--- src/rtl/register_file.sv ---
// 32 x 32 RV32 integer register file: two combinational read ports, one
// synchronous write port, x0 hardwired to zero, asynchronous active-low clear.
module register_file #(
  parameter int DATA_WIDTH = 32,
  parameter int ADDR_WIDTH = 5
) (
  input  logic                  CLK,
  input  logic                  CLR,
  input  logic                  WE3,
  input  logic [ADDR_WIDTH-1:0] A1,
  input  logic [ADDR_WIDTH-1:0] A2,
  input  logic [ADDR_WIDTH-1:0] A3,
  input  logic [DATA_WIDTH-1:0] WD3,
  output logic [DATA_WIDTH-1:0] RD1,
  output logic [DATA_WIDTH-1:0] RD2
);

  localparam int NUM_REGS = 2 ** ADDR_WIDTH;

  logic [NUM_REGS-1:0][DATA_WIDTH-1:0] regs_q;
  logic [NUM_REGS-1:0][DATA_WIDTH-1:0] regs_d;

  // Next-state for every register; entry 0 is tied to zero and never written.
  always_comb begin
    regs_d    = regs_q;
    regs_d[0] = {DATA_WIDTH{1'b0}};
    for (int i = 1; i < NUM_REGS; i++) begin
      if (WE3 && (A3 == ADDR_WIDTH'(i))) begin
        regs_d[i] = WD3;
      end else begin
        regs_d[i] = regs_q[i];
      end
    end
  end

  // Register array state, cleared asynchronously by CLR.
  always_ff @(posedge CLK or negedge CLR) begin
    if (!CLR) begin
      regs_q <= '0;
    end else begin
      regs_q <= regs_d;
    end
  end

  // Read ports: no write bypass, x0 and active clear force zero.
  always_comb begin
    RD1 = {DATA_WIDTH{1'b0}};
    RD2 = {DATA_WIDTH{1'b0}};
    if (CLR && (A1 != {ADDR_WIDTH{1'b0}})) begin
      RD1 = regs_q[A1];
    end else begin
      RD1 = {DATA_WIDTH{1'b0}};
    end
    if (CLR && (A2 != {ADDR_WIDTH{1'b0}})) begin
      RD2 = regs_q[A2];
    end else begin
      RD2 = {DATA_WIDTH{1'b0}};
    end
  end

endmodule

--- config.mk ---
export PLATFORM = sky130hd
export DESIGN_NAME = register_file
export DESIGN_NICKNAME = d
export VERILOG_FILES = /design/src/rtl/register_file.sv
export SDC_FILE = /design/constraint.sdc
export NUM_CORES = 2
export LEC_CHECK = 0
export ABC_AREA = 1
export BUFFER_PORTS_ARGS = -buffer_cell sky130_fd_sc_hd__buf_2
export CORE_ASPECT_RATIO = 0.75
export CORE_UTILIZATION = 33
export CTS_CLUSTER_SIZE = 8
export DETAILED_ROUTE_END_ITERATION = 8
export GPL_TIMING_DRIVEN = 1
export PLACE_DENSITY_LB_ADDON = 0.15
export RECOVER_POWER = 100
export SLEW_MARGIN = 20
export SYNTH_ARGS = -nofsm -noshare
export SYNTH_HDL_FRONTEND = slang
export SYNTH_SLANG_ARGS = --single-unit
export TNS_END_PERCENT = 100
--- constraint.sdc ---
create_clock -name CLK -period 1.5 [get_ports CLK]
set_input_delay 0.15 -clock CLK [delete_from_list [all_inputs] [get_ports CLK]]
set_output_delay 0.15 -clock CLK [all_outputs]
set_load 0.02 [all_outputs]
==> results.md <==
* Count of state elements after synthesis at 992
* Inst Count DP at 10,900
* RSZ-0062 raised after global routing: yes
* Largest net degree at the start of global routing at 108
* Combinational power share at 24.2%
* PwrDens at ~1200 mW/mm^2
* Gp weighted congestion at about 0.9
* Layout cells sized above 1 at 17.5%
* Die height at 362 um
* Share of total power in sequential cells at around two fifths
* Post-route clock period utilization at 155%
* Count of final hold-check violations at 0
* Post-synth EDFFs at 0
* Clock input transition at the sequential cells of the worst setup and hold paths at 50 ps
* Most used DFF post-synth: dfrtp_1
* Top cells by area, synth: dfrtp_1 (43%), nand2_1 (21%), o21ai_0 (10%)
* Origin of the critical flop-to-flop path: regs_q[691]$_DFFE_PN0P_
* Detailed placement HPWL at between 150 and 200 mm
* Average cell area after synthesis at 6.62 sq um
* Post-Synthesis Cell Area at 0.0572 sq mm
* Antenna violations before repair at 5
* Congestion Overflow GR at 0
* Area share of the largest cell type after synthesis at 43.4%
* Register cell area after layout at 0.0248 sq mm
* Placed inst area at between 0.06 and 0.07 sq mm
* Met3 wire length at 21.1 mm
* Number of buffers added by the clock tree synthesis step at roughly 140
* Clock network fraction of design power at 34.8%
* Final setup margin at -828 ps
* Port bufs at 113
* Number of flip-flops under the largest register name at 992
* Area of combinational cells with multiple inputs at ~0.029 sq mm
* Cell at the root of the clock tree: clkbuf_16
* FFs w/ async S/R, synth at 100%
* Area of all placed cells without fillers at roughly 0.072 sq mm
* Worst-margin pin slew at 1090 ps
* Crit Reg-Reg Endpoint: regs_q[691]$_DFFE_PN0P_
* Final critical delay including setup and external delays at 2330 ps
* Worst Hold Path EP: regs_q[443]$_DFFE_PN0P_
* Core box area at roughly 0.17 sq mm
* Gate count of the mapped netlist at 8,633
* Initial core utilization at 33.4%
* Synth cell types at 20
* Sort of element at the end of the critical path: output pin
* Final number of max-transition violations at 0
* Clock tree skew after final layout at 0 ps
* Smallest hold slack at ~75 ps
* Tightest Hold Check Type: primary input to flip-flop
* Wire length of the first global-routing pass at 381 mm
* Routed via count at roughly 60,000
* Antenna-violating nets left at 0
* Num rows at 131
* Post-layout instance count excluding filler cells at ~11,000
* Outcome: complete, but fails checks
* Synthesis-to-layout area growth at 26.7%
* Chip width at 483 um
* DR iter-0 viols at 6,959
* P_int at 57.3 mW
* Worst Setup Path Type: flip-flop to output pin
* Number of primary I/O pins at 114
* Global router's overall resource usage at 29.2%
* Relative slew margins at 27.3%
* Largest fanout on the critical path at 2
* Clk sinks at 992
* Total of endpoints with negative setup slack in the final report at around 1,400
* Startpoint of the worst hold path: WD3[27]
* Synthesized net count at 8,683
* Detailed-route wire length on metal 1 at 117 mm
* Met2 routed WL at 111 mm
* Max layer used: met5
* Worst-case vdd ir drop at about 840 uV
* Post-synthesis cell type with the largest combined area: dfrtp_1
* Crit start category: flip-flop
* Switching power total at 28.5 mW
* Leakage at 35.3 nW
* Top post-synthesis cells by count: nand2_1 (3,163), o21ai_0 (1,142), nand3_1 (1,041), dfrtp_1 (992), inv_1 (801)
* Hold Path Stages at 4
* Number of violations of the max-capacitance limit at 0
* Top Registers: regs_q x992
* Vias in the first global route at 56,100
* Layout filler cell count at roughly 18,000
* Clock insertion delay at the later pin of the skew report at 770 ps
* Number of buffers on the longest clock path at 3
* Data arrival, critical path at between 2000 and 2500 ps
* Router iterations before antenna repair at 6
* Final routed wire length divided by cell count at 22.9 um
* Total DRC errors in the routed layout at 0
* Total detailed-routing wirelength at around 260 mm
* Largest register by flop count: regs_q
* R2R setup slack at ~560 ps
* Worst path required time at 1350 ps
* Die footprint at 0.175 sq mm
* Clock tree from TritonCTS: done
* Routed via count divided by cell count at 5.32
* Post-synthesis sequential area ratio at 43.4%
* Max Fclk at between 400 and 500 MHz
* Final net count at 8,989
* Switching fraction of total power at 33.2%
* Most common cell in the netlist: nand2_1
* Violated checks: setup timing
* Number of warnings reported in the yosys synthesis log at 0
* FF-to-FF path depth at 4
* Depth of the CTS H-tree at 4
worst max-delay path, cell delays in order (launching register included):
cell and delay (ps):
dfrtp_1 370, inv_2 50, nand2_1 60, nand3_1 80
nand2_1 70, nand2_1 50, nand2_1 70, nor2_2 50
nand2_1 80, nand2_2 80, nor2_4 280, buf_12 160
power groups by stage:
stage | Sequential (mW) | Combinational (mW) | Clock [mW]
floorplan | 34.5 | 12.0 | 0
global placement | 35.3 | 18.6 | 0
detailed placement | 35.4 | 18.8 | 0
CTS | 35.1 | 20.0 | 30.3
global route | 35.8 | 23.5 | 31.3
finish | 35.2 | 20.8 | 29.8
area by class of cell:
type                            instances  area share [%]
Multi-Input combinational cell       6145            39.6
Sequential cell                       992            34.3
Timing Repair Buffer                  848            12.7
Clock buffer                          152            5.15
Inverter                              810            4.25
Tap cell                             2261            3.90
Clock inverter                          7          0.0898
Antenna cell                            1         0.00345
metal layers:
layer	vias up	global-route usage [%]
li1	27800	-
met1	28800	42.8
met2	2658	44.3
met3	435	4.03
met4	2	8.96
met5	-	0
metrics by stage:
stage	utilization (%)	total power [mW]	setup TNS, ps	setup WS [ps]
final	42.4	85.9	-412880	-828
after global routing	42.3	90.6	-470830	-903
after CTS	42.2	85.3	-47140	-864
after detailed placement	38.8	54.2	-31760	-595
after global placement	38.8	53.9	-30430	-591
after floorplan	-	46.5	-15.6	-15.6
cell usage in the layout, fill, tap and decap left out, types with 2 or more instances in the layout:
cell and count:
buf_6 75, or2_2 4, nand2_4 15, nor2_1 378, clkbuf_1 15, o211ai_1 95
clkbuf_8 2, nor2_4 83, dlygate4sd3_1 31, buf_2 38, a21oi_2 33, inv_6 7
clkbuf_4 42, a21oi_1 96, buf_12 216, clkbuf_2 55, nand2_1 3051, inv_1 721
buf_4 370, nand4_1 14, o21ai_1 56, inv_4 3, buf_8 7, or2_4 16
nor2_2 76, inv_2 81, clkbuf_16 148, nand3_2 164, nand2_2 97, inv_8 3
o21ai_2 20, dfrtp_1 992, nand3_4 6, nand3_1 871, o21ai_0 1069
worst max-delay path by stage:
| stage | from | endpoint | slack, ps | cells after the start |
|---|---|---|---|---|
| 2_1_floorplan | A2[0] | RD2[15] | -20 | 11 |
| 3_3_place_gp | A2[0] | RD2[22] | -590 | 13 |
| 3_5_place_dp | A2[0] | RD2[22] | -600 | 13 |
| 4_1_cts | regs_q[470]$_DFFE_PN0P_ | RD2[22] | -860 | 11 |
| 5_1_grt | regs_q[602]$_DFFE_PN0P_ | RD1[26] | -900 | 9 |
| 6_report | regs_q[739]$_DFFE_PN0P_ | RD1[3] | -830 | 11 |
repair_timing:
item                                    in CTS  in global routing
hold endpoints to repair                  1570                  0
pin swaps                                  249                285
hold buffers                                31                  0
setup buffers                               28                 60
resized for setup                          519                289
endpoints found under the setup margin      64                120
cell families after synthesis:
logic type / synth area share (%)
and+or+nand+nor: 33.8
buffers and inverters: 10.4
AOI/OAI and AO/OA: 12.4
DFF: 43.4
Note: power is estimated with default switching activity, not from simulation.
